===== src/rtl/fetch_pkg.sv =====
// Shared types and default parameters for the fetch queue stage.
package fetch_pkg;

  typedef enum logic [1:0] {
    BOOT  = 2'd0,
    RUN   = 2'd1,
    REDIR = 2'd2
  } fetch_state_t;

  localparam int ADDR_W_DEF   = 9;
  localparam int INSTR_W_DEF  = 33;
  localparam int DEPTH_DEF    = 4;
  localparam int PC_STEP_DEF  = 1;
  localparam int RESET_PC_DEF = 0;

endpackage


===== src/rtl/fetch_fifo.sv =====
// Instruction queue holding {pc, instr} pairs with a single-cycle flush.
module fetch_fifo #(
  parameter int AW    = 9,
  parameter int IW    = 33,
  parameter int DEPTH = 4
) (
  input  logic                     clk,
  input  logic                     rst,
  input  logic                     flush_i,
  input  logic                     push_i,
  input  logic [AW-1:0]            push_pc_i,
  input  logic [IW-1:0]            push_instr_i,
  input  logic                     pop_i,
  output logic [AW-1:0]            head_pc_o,
  output logic [IW-1:0]            head_instr_o,
  output logic [$clog2(DEPTH):0]   count_o
);

  localparam int PW = $clog2(DEPTH);

  logic [AW-1:0] pc_mem_q  [DEPTH];
  logic [IW-1:0] ins_mem_q [DEPTH];

  logic [PW-1:0] wr_q, wr_d;
  logic [PW-1:0] rd_q, rd_d;
  logic [PW:0]   cnt_q, cnt_d;
  logic          do_push, do_pop;

  // Flush wins over both push and pop in the same cycle.
  assign do_push = push_i & ~flush_i;
  assign do_pop  = pop_i & (cnt_q != '0) & ~flush_i;

  always_comb begin
    wr_d  = wr_q;
    rd_d  = rd_q;
    cnt_d = cnt_q;
    if (flush_i) begin
      wr_d  = '0;
      rd_d  = '0;
      cnt_d = '0;
    end else begin
      if (do_push) wr_d = wr_q + PW'(1);
      if (do_pop)  rd_d = rd_q + PW'(1);
      cnt_d = cnt_q + (PW+1)'(do_push) - (PW+1)'(do_pop);
    end
  end

  always_ff @(posedge clk or posedge rst) begin
    if (rst) begin
      wr_q  <= '0;
      rd_q  <= '0;
      cnt_q <= '0;
    end else begin
      wr_q  <= wr_d;
      rd_q  <= rd_d;
      cnt_q <= cnt_d;
    end
  end

  always_ff @(posedge clk) begin
    if (do_push) begin
      pc_mem_q[wr_q]  <= push_pc_i;
      ins_mem_q[wr_q] <= push_instr_i;
    end
  end

  assign head_pc_o    = pc_mem_q[rd_q];
  assign head_instr_o = ins_mem_q[rd_q];
  assign count_o      = cnt_q;

endmodule


===== src/rtl/fetch_queue_stage.sv =====
// Fetch stage: credit-based imem requests feeding an instruction queue.
module fetch_queue_stage
  import fetch_pkg::*;
#(
  parameter int ADDR_W   = ADDR_W_DEF,
  parameter int INSTR_W  = INSTR_W_DEF,
  parameter int DEPTH    = DEPTH_DEF,
  parameter int PC_STEP  = PC_STEP_DEF,
  parameter int RESET_PC = RESET_PC_DEF
) (
  input  logic                      clk,
  input  logic                      rst,
  input  logic                      redirect_i,
  input  logic [ADDR_W-1:0]         redirect_pc_i,
  output logic                      imem_en_o,
  output logic [ADDR_W-1:0]         imem_addr_o,
  input  logic [INSTR_W-1:0]        imem_rdata_i,
  output logic [INSTR_W-1:0]        instr_o,
  output logic [ADDR_W-1:0]         pc_o,
  output logic [ADDR_W-1:0]         pc_plus_o,
  output logic                      valid_o,
  input  logic                      ready_i,
  output logic [$clog2(DEPTH):0]    count_o
);

  localparam int CW = $clog2(DEPTH) + 1;

  fetch_state_t state_q, state_d;

  logic [ADDR_W-1:0] pc_q, pc_d;
  logic [ADDR_W-1:0] ipc_q, ipc_d;
  logic              infl_q, infl_d;

  logic [CW-1:0]      cnt;
  logic [CW:0]        occ;
  logic               credit, req, pop;
  logic [ADDR_W-1:0]  head_pc;
  logic [INSTR_W-1:0] head_instr;

  // Queued plus in-flight entries must leave room for every response.
  assign occ    = {1'b0, cnt} + {{CW{1'b0}}, infl_q};
  assign credit = occ < (CW+1)'(DEPTH);

  always_comb begin
    state_d = state_q;
    pc_d    = pc_q;
    req     = 1'b0;
    unique case (state_q)
      BOOT: state_d = RUN;
      RUN, REDIR: begin
        req     = credit;
        state_d = RUN;
      end
      default: state_d = BOOT;
    endcase
    if (req) pc_d = pc_q + ADDR_W'(PC_STEP);
    if (redirect_i) begin
      state_d = REDIR;
      pc_d    = redirect_pc_i;
    end
    // A request made alongside a redirect is on the wrong path.
    infl_d = req & ~redirect_i;
    ipc_d  = req ? pc_q : ipc_q;
  end

  always_ff @(posedge clk or posedge rst) begin
    if (rst) begin
      state_q <= BOOT;
      pc_q    <= ADDR_W'(RESET_PC);
      ipc_q   <= ADDR_W'(RESET_PC);
      infl_q  <= 1'b0;
    end else begin
      state_q <= state_d;
      pc_q    <= pc_d;
      ipc_q   <= ipc_d;
      infl_q  <= infl_d;
    end
  end

  assign pop = valid_o & ready_i;

  fetch_fifo #(
    .AW    (ADDR_W),
    .IW    (INSTR_W),
    .DEPTH (DEPTH)
  ) u_fifo (
    .clk          (clk),
    .rst          (rst),
    .flush_i      (redirect_i),
    .push_i       (infl_q),
    .push_pc_i    (ipc_q),
    .push_instr_i (imem_rdata_i),
    .pop_i        (pop),
    .head_pc_o    (head_pc),
    .head_instr_o (head_instr),
    .count_o      (cnt)
  );

  assign valid_o     = (cnt != '0);
  assign pc_o        = valid_o ? head_pc : ADDR_W'(RESET_PC);
  assign pc_plus_o   = pc_o + ADDR_W'(PC_STEP);
  assign instr_o     = head_instr;
  assign imem_en_o   = req;
  assign imem_addr_o = pc_q;
  assign count_o     = cnt;

endmodule


===== config.mk =====
export PLATFORM = sky130hd
export DESIGN_NAME = fetch_queue_stage
export DESIGN_NICKNAME = d
export VERILOG_FILES = /design/src/rtl/fetch_pkg.sv /design/src/rtl/fetch_fifo.sv /design/src/rtl/fetch_queue_stage.sv
export SDC_FILE = /design/constraint.sdc
export NUM_CORES = 1
export LEC_CHECK = 0
export ABC_AREA = 1
export CORE_UTILIZATION = 49
export DETAILED_ROUTE_END_ITERATION = 16
export GPL_ROUTABILITY_DRIVEN = 0
export PLACE_DENSITY = 0.77
export SLEW_MARGIN = 20
export SYNTH_ARGS = -nofsm -noshare
export SYNTH_HDL_FRONTEND = slang
export SYNTH_SLANG_ARGS = --single-unit

===== constraint.sdc =====
create_clock -name clk -period 2.7 [get_ports clk]
set_input_delay 0.54 -clock clk [delete_from_list [all_inputs] [get_ports clk]]
set_output_delay 0.54 -clock clk [all_outputs]
set_load 0.1 [all_outputs]

# ---- Yosys cells after proc, flatten, opt, wreduce, memory -nomap -nowiden
# Memory sizes are Yosys's and may differ from the RTL's.
# Cells that the tools add are included.
dict set report classes {
  add_sub_neg 7
  mul 0
  div_mod_pow 0
  order_cmp 1
  eq_ne 2
  shifts 0
  mux 13
  bitwise_logic 6
  n_reduce_logical 7
}
# cell count
set op_table {}
lappend op_table {{$mux 9} 3}
lappend op_table {{$add 9x1->9 const B} 2}
lappend op_table {{$mux 2} 5}
lappend op_table {{$reduce_bool 2->1} 3}
lappend op_table {{$and 1x1->1} 5}
lappend op_table {{$add 2x1->2 const B} 2}
lappend op_table {{$add 3x1->4} 1}
lappend op_table {{$lt 4x3->1 const B} 1}
lappend op_table {{$mux 1} 4}
lappend op_table {{$add 3x1->3} 1}
lappend op_table {{$mux 3} 1}
lappend op_table {{$reduce_bool 3->1} 1}
lappend op_table {{$reduce_or 3->1} 1}
lappend op_table {{$sub 3x1->3} 1}
lappend op_table {{$eq 2x1->1 const B} 1}
lappend op_table {{$eq 2x2->1 const B} 1}
lappend op_table {{$logic_not 2->1} 1}
lappend op_table {{$reduce_or 2->1} 1}
lappend op_table {{$not 1->1} 1}
dict set report totals {
  reg_bits 28
  latchBits 0
  mem_bits_rw 168
  romBits 0
  inputBits 46
  output_inout_bits 65
  mem_count 2
}
# name depth width read_ports rd_clocked_by_memory_dff wr line
set mem_list {}
lappend mem_list {u_fifo.ins_mem_q 4 33 1 0 1 fetch_fifo.sv:22} ;# logic [IW-1:0] ins_mem_q [DEPTH];
lappend mem_list {u_fifo.pc_mem_q 4 9 1 0 1 fetch_fifo.sv:21} ;# logic [AW-1:0] pc_mem_q [DEPTH];

# ---- Longest topological paths before layout
dict set report logic_depth {
  depth_word 6
  depth_mapped 13
  ltp_nobuf 12
}

# ---- Modules after synthesis
# A second synthesis with hierarchy kept.
dict set report unflattened {
  hier_cells 645
  hier_area_um2 8590.7
}
# module instances cells_each area_each_um2
set modules_own_cells {}
lappend modules_own_cells {fetch_fifo 1 464 7233.2}
lappend modules_own_cells {fetch_queue_stage 1 181 1357.6}

# ---- Least setup slack after synthesis
# No wires, ideal clock.
dict set report synth_timing {
  path_kind {reg-to-output}
  from {register u_fifo.cnt_q[1], in the netlist u_fifo.count_o[1]}
  to {output port pc_plus_o[4]}
  arrival_time_ns 5.462
  slack_ns -3.302
  path_stages_with_launch 11
  path_cell_list {dfrtp_1 -> inv_1 -> nand2_1 -> buf_4 -> inv_1 -> a21oi_1 -> ha_1 -> nand3_1 -> nor2_2 -> nor2_1 -> a21oi_1}
}
dict set report synth_between {
  elab_chain_len 3
}
# item line
set synth_lines {}
lappend synth_lines {{from (decl)} fetch_fifo.sv:26} ;# logic [PW:0] cnt_q, cnt_d;
lappend synth_lines {{from (signal assigned)} fetch_fifo.sv:56} ;# cnt_q <= cnt_d;
lappend synth_lines {{$reduce_bool 3->1} fetch_queue_stage.sv:99} ;# assign valid_o = (cnt != '0);
lappend synth_lines {{net valid_o} fetch_queue_stage.sv:21} ;# output logic valid_o,
lappend synth_lines {{$mux 9} fetch_queue_stage.sv:100} ;# assign pc_o = valid_o ? head_pc : ADDR_W'(RESET_PC);
lappend synth_lines {{net pc_o[1]} fetch_queue_stage.sv:19} ;# output logic [ADDR_W-1:0] pc_o,
lappend synth_lines {{$add 9x1->9} fetch_queue_stage.sv:101} ;# assign pc_plus_o = pc_o + ADDR_W'(PC_STEP);
lappend synth_lines {{to (decl)} fetch_queue_stage.sv:20} ;# output logic [ADDR_W-1:0] pc_plus_o,
# The timed path passes the listed nets, and every way through them passes these cells.

# ---- Worst setup path in the final report
dict set report layout_timing {
  from {register u_fifo.rd_q[0]}
  to {output port pc_plus_o[8]}
}
dict set report layout_between {
  elab_chain_len 3
}
# item line
set layout_lines {}
lappend layout_lines {{from (decl)} fetch_fifo.sv:25} ;# logic [PW-1:0] rd_q, rd_d;
lappend layout_lines {{from (signal assigned)} fetch_fifo.sv:55} ;# rd_q <= rd_d;
lappend layout_lines {{$mem_v2 4x9} --}
lappend layout_lines {{$mux 9} fetch_queue_stage.sv:100}
lappend layout_lines {{$add 9x1->9} fetch_queue_stage.sv:101}
# Every way passes these cells.

==> flow_summary.yaml <==
routing:
  wl_met2_um: 9515
  wl_per_cell_um: 17.18
  drc: 0
  ant_nets: 0
  wl_met3_um: 900
  vias: 5557
  drt_pre_antenna_iters: 5
  top_layer: "met4"
  via_per_inst: 5.390
  wl_met1_um: 6976
  drtIter0Drc: 442
  wirelength_um: 17720
critical_path:
  critPathKind: "flip-flop to output pin"
  r2r_start: "u_fifo.count_o[2]"
  cp_max_fo: 8
  r2r_cells: 12
  worst-endpoint-required_ns: 2.16
  crit_arrival_ns: 2.32
  r2r_end: "u_fifo.count_o[2]"
  rrSetupSlack_ns: 0.30
  cp-start-kind: "flip-flop"
  cp-end-kind: "output pin"
cells_and_area:
  antenna_cells: 0
  nFillCells: 1072
  drive_gt1_frac: 0.2564
  layout.nets: 859
  area_delta_synth_final_pct: 38.73
logic_synthesis:
  synth_top_cell_area_share: 0.6276
  synth_area_leaders: "edfxtp_1, dfrtp_1, o21ai_0"
  syn_area_um2: 8038
  yosysWarnings: 0
  yosysTopAreaCell: "edfxtp_1"
  synth_edf_count: 168
  synth_most_common_cell: "edfxtp_1"
  yosysSeqAreaShare: 0.7148
  synth-seq-cells: 196
  synth_common_cells: "edfxtp_1, nand2_1, nor2_1, o21ai_0, inv_1"
  async_flop_share: 0.1429
  syn_nets: 729
  synth_cell_type_count: 28
  postSynthCellCount: 672
  syn_avg_cell_area_um2: 11.96
  synth-main-ff-cell: "edfxtp_1"
sta:
  setup-violations-final: 3
  maxSlewViolCount: 0
  finalCriticalPeriod_ns: 2.861
  final.setup_skew_ns: 0.01218
  finalWorstSetupSlack_ns: -0.1610
  hold_viol: 0
  rsz0062_at_grt: "yes"
  final.setup.tns_ns: -0.4568
  maxSlewHeadroom: 0.6897
  worstMarginPinSlew_ns: 0.4638
  fin_crit_sh: 1.060
  fmax_mhz: 349.5
outcome:
  status: "complete, but fails checks"
  violations: "setup timing"
die:
  core_um2: 15940
  initial_utilization: 0.5042
  design.die.area_um2: 16920
  die_w_um: 130.1
  fp.dieH_um: 130.1
  ios: 111
  floorplan.rows: 46
global_route:
  grt_pass1_vias: 5616
  track_usage: 0.2244
  grt_pass1_wl_um: 28230
  antenna_found_initial: 0
  grt_max_degree: 47
  grt_overflow: 0
clocking:
  cts.clk_slew.worst_paths_ns: 0.07
  clockRootBuffer: "clkbuf_16"
  cts_tree: "yes"
  cts_hold_buf: 0
  clockBufferDepth: 2
  h-tree-depth: 4
  cts_sinks: 196
  cts_buffers: 17
  insertion_delay_ns: 0.42
power_and_ir_drop:
  power_density_nw_per_um2: 1179
  ir_worst_vdd_mv: 0.7211
  power_uw: 13140
  leakage_uw: 0.004234
job:
  maxCapViolations: 0
placed_design:
  port_buffers: 110
  hpwl_um: 11180
min_path:
  hp-class: "primary input to asynchronous set/reset pin"
flip-flops by register name, summed over array words and instances (netlist names):
signal            flops
u_fifo.rd_q           2
ipc_q                 9
state_q               2
u_fifo.pc_mem_q      36
u_fifo.wr_q           2
u_fifo.ins_mem_q    132
u_fifo.count_o        3
infl_q                1
imem_addr_o           9
final cells by class:
class	instances	area, µm²	area share
clock inverters	7	42.54	0.003815
inverters	51	203.9	0.01829
well taps	216	270.3	0.02424
multi-input cells	392	2387	0.2141
repair buffers	144	1958	0.1756
clock buffers	25	529.3	0.04746
flip-flops and latches	196	5759	0.5165
metrics by stage:
stage	hold WS [ns]	std cells	setup slack (ns)	cell area, µm²	util
finish	0.5010	1031	-0.1610	11150	0.6994
global route	0.5174	1031	-0.2718	11150	0.6994
CTS	0.5015	1030	-0.1370	11130	0.6984
detailed placement	0.5030	989	-0.05140	10370	0.6505
floorplan	0.4763	672	-0.7413	8452	-
global placement	0.4912	989	0.09058	10370	0.6505
layer usage:
metal	GRT usage	vias up
met5	0	-
li1	-	2604
met4	0.07182	0
met1	0.2548	2769
met2	0.4140	158
met3	0.05412	26
where the power goes:
| part | internal (µW) | leakage (µW) | switching [µW] | total, µW |
|---|---|---|---|---|
| Clock | 1370 | 0.000283 | 999 | 2370 |
| Sequential | 3580 | 0.00187 | 212 | 3790 |
| Combinational | 2220 | 0.00208 | 4760 | 6990 |
| Total | 7170 | 0.00423 | 5970 | 13100 |
worst max-delay path: stages, from the launching register on:
cell and delay (ns):
dfrtp_2 0.48, inv_4 0.09, nand2_1 0.08, nand3_2 0.10, a21oi_4 0.21, ha_4 0.17
nand3_4 0.07, nor2_4 0.15, nand4_1 0.24, nand2_8 0.15, buf_12 0.17
logic make-up after synthesis:
family | after synthesis | synth area share
xor+xnor | 9 | 0.009808
compound gates | 126 | 0.08437
buf+inv | 84 | 0.04608
flops | 196 | 0.7148
simple gates | 246 | 0.1269
fa+ha+maj | 11 | 0.01806
repair_timing:
item | 4_1_cts | 5_1_grt
resized for setup | 28 | 2
pin swaps | 9 | 2
setup buffers | 9 | 1
endpoints found under the setup margin | 32 | 31
worst max-delay path by stage:
stage	startpoint	endpoint	slack (ns)	depth (start not counted)
final	u_fifo.rd_q[0]	pc_plus_o[8]	-0.16	10
after floorplan	u_fifo.count_o[2]	pc_plus_o[6]	-0.74	10
after global routing	u_fifo.rd_q[0]	pc_plus_o[6]	-0.27	11
after global placement	u_fifo.rd_q[0]	pc_plus_o[8]	0.09	9
after detailed placement	u_fifo.rd_q[0]	pc_plus_o[8]	-0.05	9
after CTS	u_fifo.rd_q[0]	pc_plus_o[8]	-0.14	12
cell usage in the layout, fill, tap and decap left out, drive strengths merged, types with 2 or more instances in the layout:
master / count
xor2: 7
a21oi: 6
nor2: 90
buf: 99
clkinvlp: 3
xnor2: 2
clkdlybuf4s50: 45
nor3: 2
ha: 10
clkbuf: 25
o21ai: 85
dfrtp: 28
inv: 50
clkinv: 5
nand3: 47
nand2: 106
o22ai: 33
edfxtp: 168
Power figures use the tool's default switching activity.
